===== config.mk =====
export PLATFORM = sky130hd
export DESIGN_NAME = pon_burst_framer
export DESIGN_NICKNAME = d
export VERILOG_FILES = /design/src/rtl/pon_burst_framer.sv
export SDC_FILE = /design/constraint.sdc
export NUM_CORES = 1
export LEC_CHECK = 0
export CAP_MARGIN = 20
export CORE_ASPECT_RATIO = 1.25
export CORE_MARGIN = 5
export CORE_UTILIZATION = 55
export DETAILED_ROUTE_END_ITERATION = 10
export PLACE_DENSITY = 0.86
export RECOVER_POWER = 25
export SLEW_MARGIN = 20
export SYNTH_ARGS = -nofsm -noshare
export SYNTH_HDL_FRONTEND = slang
export SYNTH_SLANG_ARGS = --single-unit

===== constraint.sdc =====
create_clock -name in_clock -period 4.85 [get_ports in_clock]
set_input_delay 0.97 -clock in_clock [delete_from_list [all_inputs] [get_ports in_clock]]
set_output_delay 0.97 -clock in_clock [all_outputs]
set_load 0.01 [all_outputs]

===== src/rtl/pon_burst_framer.sv =====
// Burst delineator for the PON upstream receiver: syncword, header, payload, guard.
// Define BURST_FRAMER_BIP_EN to add the BIP-8 trailer check (out_bip_err is tied low otherwise).
module pon_burst_framer #(
    parameter int DETECT_DELAY      = 8,
    parameter int MAX_PAYLOAD_WORDS = 256,
    parameter int GUARD_WORDS       = 4
) (
    input  logic        in_clock,
    input  logic        rst,
    input  logic [31:0] in_data,
    input  logic        in_detected,
    output logic        out_sync_enable,
    output logic [31:0] out_data,
    output logic        out_valid,
    output logic        out_sof,
    output logic        out_eof,
    output logic [7:0]  out_onu_id,
    output logic        out_len_err,
    output logic        out_bip_err,
    output logic [15:0] out_burst_count
);

`ifdef BURST_FRAMER_BIP_EN
    typedef enum logic [2:0] {HUNT, HEADER, PAYLOAD, GUARD, TRAILER} state_t;
`else
    typedef enum logic [2:0] {HUNT, HEADER, PAYLOAD, GUARD} state_t;
`endif

    localparam logic [15:0] MAX_LEN    = 16'(MAX_PAYLOAD_WORDS);
    localparam logic [7:0]  GUARD_LAST = 8'(GUARD_WORDS - 1);

    state_t      state;
    logic [15:0] remaining;
    logic [7:0]  guard_cnt;
    logic        first;
    logic        det_d;
    logic [15:0] hdr_len;

    assign hdr_len = in_data[15:0];

    // Align the detect flag with the syncword word on in_data.
    generate
        if (DETECT_DELAY == 0) begin : g_no_delay
            assign det_d = in_detected;
        end else begin : g_delay
            logic [DETECT_DELAY-1:0] det_q;
            always_ff @(posedge in_clock) begin
                if (!rst) begin
                    det_q <= '0;
                end else begin
                    det_q[0] <= in_detected;
                    for (int i = 1; i < DETECT_DELAY; i++) begin
                        det_q[i] <= det_q[i-1];
                    end
                end
            end
            assign det_d = det_q[DETECT_DELAY-1];
        end
    endgenerate

`ifdef BURST_FRAMER_BIP_EN
    logic [7:0] bip;
`endif

    always_ff @(posedge in_clock) begin
        if (!rst) begin
            state           <= HUNT;
            remaining       <= '0;
            guard_cnt       <= '0;
            first           <= 1'b0;
            out_sync_enable <= 1'b1;
            out_data        <= '0;
            out_valid       <= 1'b0;
            out_sof         <= 1'b0;
            out_eof         <= 1'b0;
            out_onu_id      <= '0;
            out_len_err     <= 1'b0;
            out_burst_count <= '0;
`ifdef BURST_FRAMER_BIP_EN
            bip             <= '0;
            out_bip_err     <= 1'b0;
`endif
        end else begin
            out_valid   <= 1'b0;
            out_sof     <= 1'b0;
            out_eof     <= 1'b0;
            out_len_err <= 1'b0;
`ifdef BURST_FRAMER_BIP_EN
            out_bip_err <= 1'b0;
`endif
            case (state)
                HUNT: begin
                    if (det_d) begin
                        state           <= HEADER;
                        out_sync_enable <= 1'b0;
                    end
                end
                HEADER: begin
                    if (hdr_len == 16'd0 || hdr_len > MAX_LEN) begin
                        out_len_err <= 1'b1;
                        guard_cnt   <= GUARD_LAST;
                        state       <= GUARD;
                    end else begin
                        out_onu_id <= in_data[31:24];
                        remaining  <= hdr_len;
                        first      <= 1'b1;
                        state      <= PAYLOAD;
                    end
`ifdef BURST_FRAMER_BIP_EN
                    bip <= '0;
`endif
                end
                PAYLOAD: begin
                    out_valid <= 1'b1;
                    out_data  <= in_data;
                    out_sof   <= first;
                    first     <= 1'b0;
                    remaining <= remaining - 16'd1;
`ifdef BURST_FRAMER_BIP_EN
                    bip <= bip ^ in_data[31:24] ^ in_data[23:16] ^ in_data[15:8] ^ in_data[7:0];
`endif
                    if (remaining == 16'd1) begin
                        out_eof         <= 1'b1;
                        out_burst_count <= out_burst_count + 16'd1;
                        guard_cnt       <= GUARD_LAST;
`ifdef BURST_FRAMER_BIP_EN
                        state <= TRAILER;
`else
                        state <= GUARD;
`endif
                    end
                end
`ifdef BURST_FRAMER_BIP_EN
                TRAILER: begin
                    out_bip_err <= (in_data[7:0] != bip);
                    guard_cnt   <= GUARD_LAST;
                    state       <= GUARD;
                end
`endif
                GUARD: begin
                    // The detect flag is not looked at here, including on the last guard cycle.
                    if (guard_cnt == 8'd0) begin
                        state           <= HUNT;
                        out_sync_enable <= 1'b1;
                    end else begin
                        guard_cnt <= guard_cnt - 8'd1;
                    end
                end
                default: begin
                    state           <= HUNT;
                    out_sync_enable <= 1'b1;
                end
            endcase
        end
    end

`ifndef BURST_FRAMER_BIP_EN
    assign out_bip_err = 1'b0;
`endif

endmodule


# Yosys cells after proc, flatten, opt, wreduce, memory -nomap -nowiden
# Cells that the tools add are included.
# totals
ff_bits,97
inputBits,35
out_inout_bits,62
word_cells,63
# classes
add_sub_neg,3
magnitude_cmp,1
n_eq_ne,10
n_mux,19
bitwise_logic,2
n_reduce_logical,15
# op_table
operator,count
16-bit one-hot mux with 2 select lines,1
8-bit 2-to-1 mux,3
8-bit one-hot mux with 3 select lines,1
"16-bit by 1-bit adder with 16-bit output, second input constant",1
"16-bit by 1-bit equality test with 1-bit output, second input constant",1
"16-bit by 9-bit > comparator with 1-bit output, second input constant",1
16-bit logical NOT,1
16-bit 2-to-1 mux,1
"16-bit by 1-bit subtractor with 16-bit output, second input constant",1
"2-bit != test, second input constant",6
3-bit one-hot mux with 4 select lines,1
2-bit AND reduction,5
3-bit 2-to-1 mux,3
8-bit logical NOT,1
"8-bit by 1-bit subtractor with 8-bit output, second input constant",1
1-bit 2-to-1 mux,7
"3-bit by 2-bit equality test with 1-bit output, second input constant",2
3-bit AND reduction,2
4-bit AND reduction,1
"3-bit by 1-bit equality test with 1-bit output, second input constant",1
3-bit logical NOT,1
1-bit one-hot mux with 3 select lines,1
3-bit nonzero test,1
1-bit NOT,2
4 further kinds,4

# Logic depth before layout (Yosys ltp)
# Gate-level depths: netlist of the first run.
# depth
ltp_word,4
depth_mapped,9
ltp_nobuf,7

# Worst setup path after synthesis of the first run
# No wires, ideal clock.
# synth_timing
path_kind,input port to flip-flop
start,input port in_data[9]
end,register guard_cnt[4]
setup_time_ps,116
arrival_ps,2513
required_time_ps,4734
setup_slack_ps,2221
path_stages,6
n_path_buf,1
cell_sequence,or4_4 -> a211o_4 -> a21oi_2 -> buf_4 -> nor3_1 -> a31o_2
# synth_via
elab_chain_cells,4
word_cells_on_any_way,5
classes_between,order compare (1); eq/ne (1); reduce/logical (3)
# synth_lines
item,line_no,source
"start, declared",10,"input logic [31:0] in_data,"
16-bit by 9-bit > comparator with 1-bit output or 16-bit logical NOT (tied branches),99,if (hdr_len == 16'd0 || hdr_len > MAX_LEN) begin
1-bit logical OR (*),99,
2-bit != test (no source line) (*),--,
4-bit AND reduction (no source line) (*),--,
"end signal, assigned",146,guard_cnt <= guard_cnt - 8'd1;
"end, declared",34,logic [7:0] guard_cnt;
# Mark *: on every way between the ends. The rest lies on a longest branch, timed or not.
# A chain may end at the register's enable or synchronous reset.

==> flow_summary_export.csv, run 1 <==
group,metric,value,unit
outcome,outcome,"complete, no violations",
setup_path,cp-start-kind,"primary input",
setup_path,worstPathArrival,4.23,ns
global_route,grt_max_degree,75,
route,dr.pass1.iters,5,
pwr,power_switching_share,0.3276,
synthesis,synth-async-reset-ratio,0,
pwr,p_comb_frac,0.225,
layout,nets,619,
clock_network,cts_tree,"done",
hold_path,whs_path_depth,1,
synthesis,yosys_warnings,0,
global_route,grt_util_all_layers,0.2209,
floorplanning,die_area,0.01014,mm^2
route,drc_errors,0,
sta,min_period_over_period,0.8089,
synthesis,synth_flop_cell,"dfxtp_1",
synthesis,synth_area,0.004518,mm^2
synthesis,synthAdderAreaFrac,0.02769,
placed_design,numPortBuffers,95,
setup_path,timing.rr.start,"state[0]",
sta,finalHoldViolCount,0,
synthesis,synth_xor_area_frac,0.003877,
synthesis,netlist_instances,499,
route,viasPerCell,6.111,
global_route,grt.overflow.total,0,
layout,stdcell_area,0.005717,mm^2
pwr,p_seq_frac,0.464,
clock_network,clkLatencyLatePin,0.37,ns
setup_path,path_max_fanout,54,
clock_network,cts_resized,0,
pwr,power.internal,0.001229,W
clock_network,cts_setup_buffers,0,
layout,drive_gt1_frac,0.06218,
placed_design,dp_slack,1.065,ns
synthesis,synth_edf_count,0,
pwr,power_switching,0.0005991,W
sta,slew_viol_final,0,
setup_path,critPathRequiredTime,5.16,ns
floorplanning,num_rows,37,
floorplanning,dieHeight,111.3,um
clock_network,root_buffer,"clkbuf_8",
sta,clock_skew,0.01442,ns
setup_path,r2r_cells,5,
synthesis,yosys.area_share.simple,0.2268,
sta,fin_crit,3.923,ns
global_route,grt_pass1_vias,4004,
placed_design,routabilityCongestion,0.8189,
placed_design,place_area,0.005499,mm^2
synthesis,ys_ff_latch,96,
placed_design,post-dp-hpwl,7.812,mm
global_route,grt_pass1_wl,18.94,mm
route,first_iter_violations,328,
synthesis,syn_nets,544,
sta,fin_ws,0.9269,ns
clock_network,holdBufCountCts,0,
pwr,power.leakage,1.970,nW
sta,tns,0,ns
setup_path,reg2reg_to,"out_burst_count[14]",
synthesis,synth_compound_area_frac,0.1709,
synthesis,synth_area_leaders,"dfxtp_1 43%, mux2i_1 9.5%, nor2_1 4.5%",
floorplanning,initial_core_util,0.5545,
hold_path,hold_path_class,"flop to flop",
pwr,clockPowerShare,0.311,
synthesis,synthDistinctLibCells,65,
floorplanning,die_w,91.07,um
pwr,power_density,319.9,mW/mm^2
pwr,irDropWorstVdd,0.2770,mV
hold_path,min_from,"g_delay.det_q[6]",
clock_network,numCtsBuffers,9,
route,wire_per_inst,16.79,um
sta,max_slew.worst_pin.slew,1.418,ns
synthesis,synth_top_family_by_area,"simple AND/OR/NAND/NOR gates",
synthesis,netlist.area_leader.share,0.4254,
floorplanning,io_pins,97,
sta,setup_viol,0,
sta,slew_headroom,0.05462,
sta,rsz0062_at_grt,"false",
clock_network,cts.clk_slew.worst_paths,0.09,ns
synthesis,yosysTopAreaCell,"dfxtp_1",
setup_path,ff2ff_setup_slack,2.26,ns
clock_network,h-tree-depth,3,
hold_path,hold_end,"g_delay.det_q[7]",
setup_path,crit_type,"primary input to flop",
sta,clock.fmax,254.9,MHz
clock_network,clkSinkCount,96,
route,num_vias,4131,
layout,fillers,619,
floorplanning,core_area,0.008148,mm^2
layout,antenna_cells,0,
synthesis,ys_seq_area_frac,0.4254,
route,drt-total-wl,11.35,mm
setup_path,end_kind,"flop",
layout,area.growth.synth_to_final,26.53,%
setup_path,cp-startpoint,"rst",
synthesis,synthMuxAreaShare,0.09526,
synthesis,syn_avg_cell_area,9.054,um^2
route,drtAntennaViolNets,0,
flow_run,cap_violations,0,
global_route,antenna_found_initial,0,
clock_network,clk_path_buf_depth,2,
==> worst max-delay path by stage <==
stage | endpoint | slack [ns] | cells after the start
6_report | guard_cnt[4] | 0.93 | 6
5_1_grt | guard_cnt[2] | 0.65 | 6
4_1_cts | guard_cnt[1] | 1.38 | 6
3_5_place_dp | guard_cnt[1] | 1.07 | 6
3_3_place_gp | guard_cnt[1] | 1.23 | 6
2_1_floorplan | guard_cnt[4] | 2.22 | 6
==> area by class of cell <==
| class | count | area (um^2) | area share |
|---|---|---|---|
| Sequential cell | 96 | 1922 | 0.3362 |
| Timing Repair Buffer | 98 | 982.2 | 0.1718 |
| Clock inverter | 7 | 97.59 | 0.01707 |
| Multi-Input combinational cell | 348 | 2391 | 0.4183 |
| Tap cell | 97 | 121.4 | 0.02123 |
| Inverter | 21 | 78.83 | 0.01379 |
| Clock buffer | 9 | 123.9 | 0.02167 |
==> flip-flops by register name, summed over array words and instances (netlist names) <==
| name | cells |
|---|---|
| out_len_err | 1 |
| out_onu_id | 8 |
| out_burst_count | 16 |
| out_eof | 1 |
| state | 2 |
| out_valid | 1 |
| out_sync_enable | 1 |
| g_delay.det_q | 8 |
| out_sof | 1 |
| first | 1 |
| out_data | 32 |
| guard_cnt | 8 |
| remaining | 16 |
==> power groups by stage <==
stage	logic, W	clock network (W)	registers [W]
after floorplan	0.000299	0	0.000857
after detailed placement	0.000399	0	0.000864
after CTS	0.000404	0.000577	0.000847
final	0.000412	0.000569	0.000848
after global placement	0.000391	0	0.000863
after global routing	0.000450	0.000612	0.000852
==> stage by stage <==
| stage | power, W | std cells | util | hold WS [ns] |
|---|---|---|---|---|
| 3_5_place_dp | 0.001264 | 660 | 0.6749 | 0.4204 |
| 3_3_place_gp | 0.001254 | 660 | 0.6749 | 0.4242 |
| 4_1_cts | 0.001827 | 676 | 0.7021 | 0.4479 |
| 5_1_grt | 0.001914 | 676 | 0.7016 | 0.4572 |
| 6_report | 0.001829 | 676 | 0.7016 | 0.4441 |
| 2_1_floorplan | 0.001156 | 499 | - | 0.4119 |
==> metal layers <==
layer  up-vias  global-route usage  routed length, um
li1       1980                   -                  -
met1      1980              0.2698               4599
met2       146              0.3739               5788
met3        25             0.06014                744
met4         0             0.07436                219
met5         -                   0                  0
==> synthesized netlist by cell type (8+ instances only) <==
master	count
a21oi_1	23
nand2_1	28
nand3_1	15
o31ai_1	8
ha_1	10
nand4_1	8
nor3_1	9
and2_1	9
dfxtp_1	96
and3_1	9
a31oi_1	11
or4_1	9
nor2_1	54
o21ai_0	16
clkbuf_1	25
inv_1	21
mux2i_1	43
==> worst max-delay path, cell delays in order <==
cell	delay [ns]
dlygate4sd3_1	0.52
clkbuf_1	1.03
inv_1	0.79
buf_12	0.41
a311oi_1	0.33
a31o_2	0.15
==> kinds of logic (layout without fill, tap and decap cells) <==
group,after synthesis,after routing
XOR/XNOR,2,2
adder cells (fa/ha/maj),10,10
AO/OA/AOI/OAI,107,107
other,1,1
AND/OR/NAND/NOR,185,185
flip-flops,96,96
multiplexers,43,43
buffers and inverters,55,135
==> cells in the final DEF, fill, tap and decap left out, types with 7 or more instances in the layout <==
cell / instances
dfxtp_1: 96
nand2_1: 28
clkdlybuf4s50_1: 93
o31ai_1: 7
clkbuf_8: 9
and3_1: 9
inv_1: 21
a21oi_1: 23
mux2i_1: 43
nand3_1: 15
o211ai_1: 7
o21ai_0: 16
a31oi_1: 11
nand4_1: 8
ha_1: 9
nor3_1: 9
nor2_1: 54
or4_1: 9
(Power assumes the default switching activity.)
==> inputs of run 2 (changes only) <==
--- a/config.mk
+++ b/config.mk
@@ -8,9 +8,9 @@
 export CAP_MARGIN = 20
 export CORE_ASPECT_RATIO = 1.25
 export CORE_MARGIN = 5
-export CORE_UTILIZATION = 55
+export CORE_UTILIZATION = 51
 export DETAILED_ROUTE_END_ITERATION = 10
-export PLACE_DENSITY = 0.86
+export PLACE_DENSITY = 0.8
 export RECOVER_POWER = 25
 export SLEW_MARGIN = 20
 export SYNTH_ARGS = -nofsm -noshare
==> constraint.sdc (replaced) <==
create_clock -name in_clock -period 3.7 [get_ports in_clock]
set_input_delay 0.74 -clock in_clock [delete_from_list [all_inputs] [get_ports in_clock]]
set_output_delay 0.74 -clock in_clock [all_outputs]
set_load 0.01 [all_outputs]
==> run 2 against run 1 <==
Non-clock buffer count is 1 higher. Die area is 7.0% higher. Final cell count is 3.6% higher. Critical path depth stayed put. Worst setup slack better by 0.022 ns. Clock power is 15% higher. Design area is 0.22% lower. Clock-buffer cell count stayed put.
==> flow_summary_export.csv, run 2 (synthesis results as in run 1) <==
group,metric,value,unit
pwr,power_switching_share,0.3350,
sta,fin_ws,0.9485,ns
sta,tns,0,ns
global_route,antenna_found_initial,0,
placed_design,dp_slack,0.6008,ns
setup_path,timing.rr.start,"state[0]",
pwr,irDropWorstVdd,0.2368,mV
pwr,power_density,404.2,mW/mm^2
clock_network,cts_tree,"done",
route,viasPerCell,5.813,
setup_path,cpMaxStageDelayCell,"a311oi_4",
route,drc_errors,0,
hold_path,whs_path_depth,1,
sta,max_slew.worst_pin.slew,1.364,ns
clock_network,root_buffer,"clkbuf_8",
sta,slew_viol_final,0,
clock_network,clkLatencyLatePin,0.37,ns
sta,fin_crit,2.752,ns
pwr,power.internal,0.001533,W
floorplanning,io_pins,97,
pwr,power_switching,0.0007724,W
layout,largest_register,"out_data",
placed_design,numPortBuffers,95,
layout,nets,620,
layout,final_common_cell,"dfxtp_1",
setup_path,crit_type,"primary input to flop",
setup_path,critPathRequiredTime,3.99,ns
floorplanning,core_area,0.008653,mm^2
sta,rsz0062_at_grt,"false",
route,dr.pass1.iters,5,
layout,fillers,722,
floorplanning,dieHeight,115.2,um
pwr,p_comb_frac,0.234,
pwr,p_seq_frac,0.482,
setup_path,cp_top_family,"simple AND/OR/NAND/NOR gates",
route,wire_per_inst,16.15,um
flow_run,cap_violations,0,
sta,whs,0.4378,ns
floorplanning,die_area,0.01085,mm^2
route,drt-total-wl,11.31,mm
clock_network,h-tree-depth,3,
sta,clock.fmax,363.4,MHz
clock_network,clkSinkCount,96,
sta,min_period_over_period,0.7437,
setup_path,r2r_cells,5,
layout,reg_top3,"out_data: 32 flops, out_burst_count: 16 flops, remaining: 16 flops",
clock_network,holdBufCountCts,0,
clock_network,cts.clk_slew.worst_paths,0.09,ns
setup_path,ff2ff_setup_slack,1.17,ns
floorplanning,num_rows,38,
floorplanning,initial_core_util,0.5221,
placed_design,place_area,0.005523,mm^2
sta,clock_skew,0.008337,ns
layout,area.growth.synth_to_final,26.25,%
route,drtAntennaViolNets,0,
clock_network,cts_setup_buffers,0,
route,first_iter_violations,296,
route,num_vias,4069,
placed_design,routabilityCongestion,0.8405,
sta,setup_viol,0,
layout,drive_gt1_frac,0.06552,
setup_path,cp-start-kind,"primary input",
pwr,power.leakage,2.016,nW
global_route,grt_pass1_wl,18.95,mm
hold_path,hold_end,"g_delay.det_q[2]",
layout,antenna_cells,0,
setup_path,worstPathArrival,3.04,ns
setup_path,path_max_fanout,8,
outcome,outcome,"complete, no violations",
global_route,grt_pass1_vias,3961,
clock_network,cts_resized,0,
setup_path,critPathBufInv,1,
layout,largest_register_ffs,32,
hold_path,hold_path_class,"flop to flop",
layout,final_cell_mix,"96 x dfxtp_1, 74 x clkdlybuf4s50_1, 54 x nor2_1",
global_route,grt.overflow.total,0,
global_route,grt_util_all_layers,0.2142,
placed_design,post-dp-hpwl,7.992,mm
global_route,grt_max_degree,75,
floorplanning,die_w,94.19,um
clock_network,numCtsBuffers,9,
setup_path,end_kind,"flop",
layout,stdcell_area,0.005704,mm^2
setup_path,cpPeakStageDelay,0.60,ns
sta,finalHoldViolCount,0,
clock_network,clk_path_buf_depth,2,
pwr,clockPowerShare,0.284,
sta,slew_headroom,0.09066,
setup_path,crit_chain,"clkdlybuf4s50_1 > nor4_2 > nand4_1 > a311oi_4 > a22oi_1 > a31oi_1",
hold_path,min_from,"g_delay.det_q[1]",
setup_path,reg2reg_to,"out_burst_count[14]",
run 2: cell types whose count changed in the layout (fill, tap and decap cells not counted), sizes merged:
cell | before | now
dlygate4sd3 | 2 | 21
clkdlybuf4s50 | 93 | 74
clkinvlp | 0 | 2
buf | 2 | 3
bufinv | 1 | 0
clkinv | 2 | 1
run 2: worst max path at each step:
stage                     slack (ns)  depth (start not counted)           end       start
after floorplan                 1.30                          6  guard_cnt[4]  in_data[9]
after global placement          0.67                          7  guard_cnt[1]  in_data[4]
final                           0.95                          6  remaining[9]  in_data[4]
after CTS                       0.98                          7  guard_cnt[1]  in_data[4]
after global routing            0.80                          7  guard_cnt[0]  in_data[4]
after detailed placement        0.60                          7  guard_cnt[1]  in_data[4]
run 2: metal layers:
metal	part of all wire	wire (um)	track usage	vias to the layer above
li1	-	-	-	1978
met3	0.066	749	0.05105	18
met1	0.42	4777	0.2654	1937
met5	0	0	0	-
met4	0.021	243	0.08671	0
met2	0.49	5535	0.3575	136
run 2: final cells by class:
type                    count  area, um^2  area share
clock buffers               9       123.9     0.02172
clock inverters             7       61.31     0.01075
inverters                  21       78.83     0.01382
multi-input cells         348        2391      0.4192
flip-flops and latches     96        1922      0.3369
well taps                 120       150.1     0.02632
repair buffers             99       977.2      0.1713
run 2: stage by stage:
step                      std cells  total power [W]    util
after floorplan                 499         0.001515       -
after global placement          684         0.001649  0.6382
after detailed placement        684         0.001663  0.6382
after CTS                       700         0.002313  0.6596
after global routing            700         0.002429  0.6592
final                           700         0.002306  0.6592
run 2: power by group through the flow:
stage / logic [W] / registers [W] / clock network (W)
3_3_place_gp: 0.000518 / 0.00113 / 0
4_1_cts: 0.000533 / 0.00111 / 0.000670
3_5_place_dp: 0.000529 / 0.00113 / 0
2_1_floorplan: 0.000392 / 0.00112 / 0
5_1_grt: 0.000594 / 0.00112 / 0.000717
6_report: 0.000540 / 0.00111 / 0.000654
==> inputs of run 3 (changes only) <==
==> constraint.sdc (replaced) <==
create_clock -name in_clock -period 2.7 [get_ports in_clock]
set_input_delay 0.54 -clock in_clock [delete_from_list [all_inputs] [get_ports in_clock]]
set_output_delay 0.54 -clock in_clock [all_outputs]
set_load 0.01 [all_outputs]
==> run 3 against run 2 <==
Sequential share of layout area fell by 1.4 points. Critical path depth is 1 lower. Power grew 45%. Flip-flop and latch count did not move. Clock-buffer cell count increased by 1. Via count rose by 3.5%. Global-route usage increased by 0.96 points. Combinational power up 53%. Design area up 4.2%. Largest power group unchanged.
==> flow_summary_export.csv, run 3 (synthesis results as in run 1) <==
group,metric,value,unit
setup_path,timing.rr.start,"state[0]",
floorplanning,core_area,0.008653,mm^2
floorplanning,num_rows,38,
route,drc_errors,0,
global_route,antenna_found_initial,0,
setup_path,reg2reg_to,"remaining[15]",
sta,clock.fmax,406.6,MHz
global_route,grt_pass1_wl,19.71,mm
setup_path,critPathRequiredTime,3.00,ns
placed_design,routabilityCongestion,0.8304,
route,dr.pass1.iters,6,
layout,area.growth.synth_to_final,31.54,%
route,first_iter_violations,337,
floorplanning,die_w,94.19,um
setup_path,ff2ff_setup_slack,0.24,ns
layout,largest_register,"out_data",
outcome,outcome,"complete, no violations",
layout,nets,648,
clock_network,clk_path_buf_depth,2,
layout,final_common_cell,"dfxtp_1",
sta,max_slew.worst_pin.slew,1.010,ns
clock_network,clkLatencyLatePin,0.37,ns
sta,finalHoldViolCount,0,
setup_path,path_max_fanout,27,
layout,reg_top3,"out_data: 32 flops, out_burst_count: 16 flops, remaining: 16 flops",
route,wire_per_inst,16.57,um
route,routedLengthMet1,4.992,mm
placed_design,post-place-cells,712,
route,dr_wl_met2,6.042,mm
global_route,grt.overflow.total,0,
clock_network,cts_tree,"done",
setup_path,worstPathArrival,2.76,ns
sta,setup_viol,0,
placed_design,place_area,0.005758,mm^2
floorplanning,die_area,0.01085,mm^2
flow_run,cap_violations,0,
layout,instances_no_fill,728,
route,drtAntennaViolNets,0,
layout,largest_register_ffs,32,
route,drt-total-wl,12.06,mm
sta,clock_skew,0.006896,ns
clock_network,numCtsBuffers,9,
setup_path,end_kind,"flop",
floorplanning,dieHeight,115.2,um
sta,slew_viol_final,0,
global_route,grt_max_degree,34,
clock_network,h-tree-depth,3,
clock_network,cts_setup_buffers,0,
clock_network,holdBufCountCts,0,
pwr,power_density,561.0,mW/mm^2
sta,fin_crit,2.459,ns
layout,final_cell_mix,"96 x dfxtp_1, 86 x clkdlybuf4s50_1, 54 x nor2_1",
route,num_vias,4212,
sta,rsz0062_at_grt,"false",
floorplanning,initial_core_util,0.5221,
placed_design,post-dp-hpwl,8.684,mm
layout,drive_gt1_frac,0.1069,
sta,slew_headroom,0.3266,
sta,min_period_over_period,0.9109,
pwr,irDropWorstVdd,0.3320,mV
clock_network,clkSinkCount,96,
sta,tns,0,ns
setup_path,crit_type,"flop to flop",
hold_path,whs_path_depth,1,
placed_design,numPortBuffers,95,
global_route,grt_util_all_layers,0.2239,
clock_network,root_buffer,"clkbuf_8",
setup_path,r2r_cells,5,
route,wl_met3,814,um
layout,stdcell_area,0.005943,mm^2
hold_path,hold_path_class,"flop to flop",
hold_path,hold_end,"g_delay.det_q[7]",
hold_path,min_from,"g_delay.det_q[6]",
global_route,grt_pass1_vias,4122,
layout,antenna_cells,0,
clock_network,cts_resized,0,
clock_network,cts.clk_slew.worst_paths,0.10,ns
route,viasPerCell,5.786,
setup_path,cp-start-kind,"flop",
route,highest_layer,"met4",
pwr,power.leakage,2.137,nW
floorplanning,io_pins,97,
==> run 3: cell count changes in the layout (fill, tap and decap cells not counted), moves of 2 or more <==
cell             before  now
clkinv_2              0    2
buf_4                 3   27
and2_1                5    9
clkbuf_2              0    2
dlygate4sd3_1        21    9
and2_0                4    0
clkinvlp_4            2    0
clkdlybuf4s50_1      74   86
buf_12                0    2
==> run 3: area by class of cell <==
type	count	area, um^2
clock buffer	10	137.6
multi-input combinational	348	2381
timing repair buffer	127	1207
clock inverter	6	66.31
tap	120	150.1
fill	697	2710
inverter	21	78.83
sequential	96	1922
==> run 3: routing by layer <==
layer	track usage	vias to the layer above
met4	0.08285	0
met5	0	-
met2	0.3793	158
met3	0.05759	26
met1	0.2732	2001
li1	-	2027
==> run 3: worst max-delay path by stage <==
stage	start	to	slack (ns)	depth (start not counted)
after global routing	state[0]	remaining[15]	0.11	5
after floorplan	in_data[9]	guard_cnt[4]	0.50	6
final	state[0]	remaining[15]	0.24	5
after CTS	in_data[11]	remaining[2]	0.36	9
after detailed placement	in_data[11]	remaining[2]	-0.02	9
after global placement	in_data[9]	remaining[2]	0.03	7
==> run 3: report_power, final <==
| group | switching [W] | internal [W] |
|---|---|---|
| combinational | 0.000477 | 0.000351 |
| sequential | 0.0000573 | 0.00147 |
| clock | 0.000524 | 0.000459 |
==> run 3: critical path, cell delays in order (launching register included) <==
cell and delay, ns:
dfxtp_1 0.37, inv_1 0.10, ha_2 0.59, clkbuf_2 0.65, or4b_1 0.50, a31oi_1 0.16
==> run 3: per-stage QoR <==
stage / hold slack, ns / power [W] / setup slack (ns) / utilization
finish: 0.4420 / 0.003334 / 0.2406 / 0.6868
global route: 0.4645 / 0.003485 / 0.1120 / 0.6868
CTS: 0.4424 / 0.003340 / 0.3645 / 0.6890
detailed placement: 0.4194 / 0.002361 / -0.02018 / 0.6654
global placement: 0.4213 / 0.002333 / 0.03407 / 0.6654
floorplan: 0.4119 / 0.002077 / 0.5005 / -
==> variant, RTL diff (config.mk and constraints of run 1) <==
Set the parameter `DETECT_DELAY` to 9 (it was 8).
--- a/src/rtl/pon_burst_framer.sv
+++ b/src/rtl/pon_burst_framer.sv
@@ -2,5 +2,5 @@
 // Define BURST_FRAMER_BIP_EN to add the BIP-8 trailer check (out_bip_err is tied low otherwise).
 module pon_burst_framer #(
-    parameter int DETECT_DELAY      = 8,
+    parameter int DETECT_DELAY      = 9,
     parameter int MAX_PAYLOAD_WORDS = 256,
     parameter int GUARD_WORDS       = 4
Behaviour: not the same (a bounded check fails within 10 cycles, from zero or initial values and one cycle with rst low).
==> variant against run 1 <==
The run now ends with max-capacitance violations, max-slew violations left; synthesized area decreased by 2.7%; worst setup slack improved by 0.20 ns; sequential cell count increased by 1; critical path depth decreased by 1; wire length decreased by 4.0%; count of clock-buffer cells in the layout increased by 1; cell count increased by 0.30%; clock skew decreased by 0.0014 ns; worst hold slack got worse by 0.0059 ns; cell area decreased by 2.5%; sequential share of layout area increased by 1.2 points.
Power is not compared: it rests on default switching activity, and its combinational part moved more than twofold at a synthesized area within 25%.
==> variant: results <==
set metrics [dict create \
    finalPower_mw 2.537 \
    place_ws_ns 1.203 \
    p_switching_mw 1.013 \
    seq_area_frac_synth 0.4419 \
    critPathMaxFanout 57 \
    maxSlewHeadroom -0.2293 \
    synth_nets 543 \
    synth_cell_types 65 \
    layout.nets 623 \
    dp_cells 662 \
    syn_inst 498 \
    synth_xor_area_frac 0.005979 \
    grt_max_degree 58 \
    final_cells 678 \
    wire_per_inst_microns 16.08 \
    layout-drive-gt1-share 0.05832 \
    outcome "finished, violations left" \
    synth.area.top_cells "dfxtp_1 (44%), mux2i_1 (7.5%), nor2_1 (4.6%), nand2_1 (4.4%), ha_1 (2.8%)" \
    grt_usage 0.2221 \
    cts_resized 0 \
    synth_compound_area_frac 0.1731 \
    grt_pass1_wl_mm 18.26 \
    synthMuxAreaShare 0.07517 \
    drv_cap 1 \
    grt_pass1_vias 3922 \
    h-tree-depth 3 \
    dpl.hpwl_mm 7.586 \
    max_stage_delay_ns 1.32 \
    num-fill-cells 580 \
    arrival_ns 4.01 \
    viasPerCell 6.004 \
    final-max-slew-violation-count 46 \
    place.gp.congestion 0.8725 \
    ys_async_sr_fraction 0 \
    drt_iter0_drc 262 \
    synthTopCellsByCount "dfxtp_1 (97), nor2_1 (54), nand2_1 (51)" \
    yosys_warnings 0 \
    biggestRegsByFlops "out_data (32), out_burst_count (16), remaining (16)" \
    combPwrFrac 0.409 \
    fin_skew_ns 0.01304 \
    yosys.area_share.adder 0.02847 \
    violations "max-capacitance violations, max-slew violations" \
    place_area_sq_mm 0.005376 \
]
-- variant: changes by cell type after synthesis, sizes merged, moves of 4 or more --
cell,before,now
o31ai,8,3
o311a,0,4
buf,9,5
a31oi,12,8
and4,6,1
mux2i,43,33
or4,10,15
and3,9,3
nand3,15,7
nand2,28,51
a41oi,0,5
o211ai,7,12
-- variant: per-layer routing --
| metal | GRT usage | up-vias | routed length, microns |
|---|---|---|---|
| met5 | 0 | - | 0 |
| met4 | 0.09149 | 0 | 232 |
| met3 | 0.07940 | 22 | 904 |
| met2 | 0.3708 | 137 | 5151 |
| met1 | 0.2601 | 1946 | 4612 |
| li1 | - | 1966 | - |
-- variant: cells by family (layout without fill, tap and decap cells) --
family	after synthesis	after routing
simple gates	195	195
compound gates	106	106
flops	97	97
buf+inv	53	138
mux	33	33
fa+ha+maj	10	10
xor+xnor	3	3
other cells	1	1
-- variant: layout make-up --
class | count | area [sq um] | area share
clock buffer | 10 | 137.6 | 0.02469
clock inverter | 6 | 65.06 | 0.01167
inverter | 23 | 86.33 | 0.01548
multi-input combinational | 348 | 2248 | 0.4033
sequential | 97 | 1942 | 0.3483
tap | 95 | 118.9 | 0.02132
timing repair buffer | 99 | 977.2 | 0.1753
-- variant: worst max-delay path: cells and delay by family --
family	cells	cell delay, ns
buffers and inverters	4	2.69
AOI/OAI and AO/OA	1	0.32
-- variant: worst paths after layout --
check | startpoint | to | slack (ns)
max | rst | remaining[13]$_SDFFE_PN0P_ | 1.13
min | g_delay.det_q[4]$_SDFF_PN0_ | g_delay.det_q[5]$_SDFF_PN0_ | 0.44
max reg2reg | remaining[2]$_SDFFE_PN0P_ | out_burst_count[13]$_SDFFE_PN0P_ | 2.00
min reg2reg | g_delay.det_q[4]$_SDFF_PN0_ | g_delay.det_q[5]$_SDFF_PN0_ | 0.44
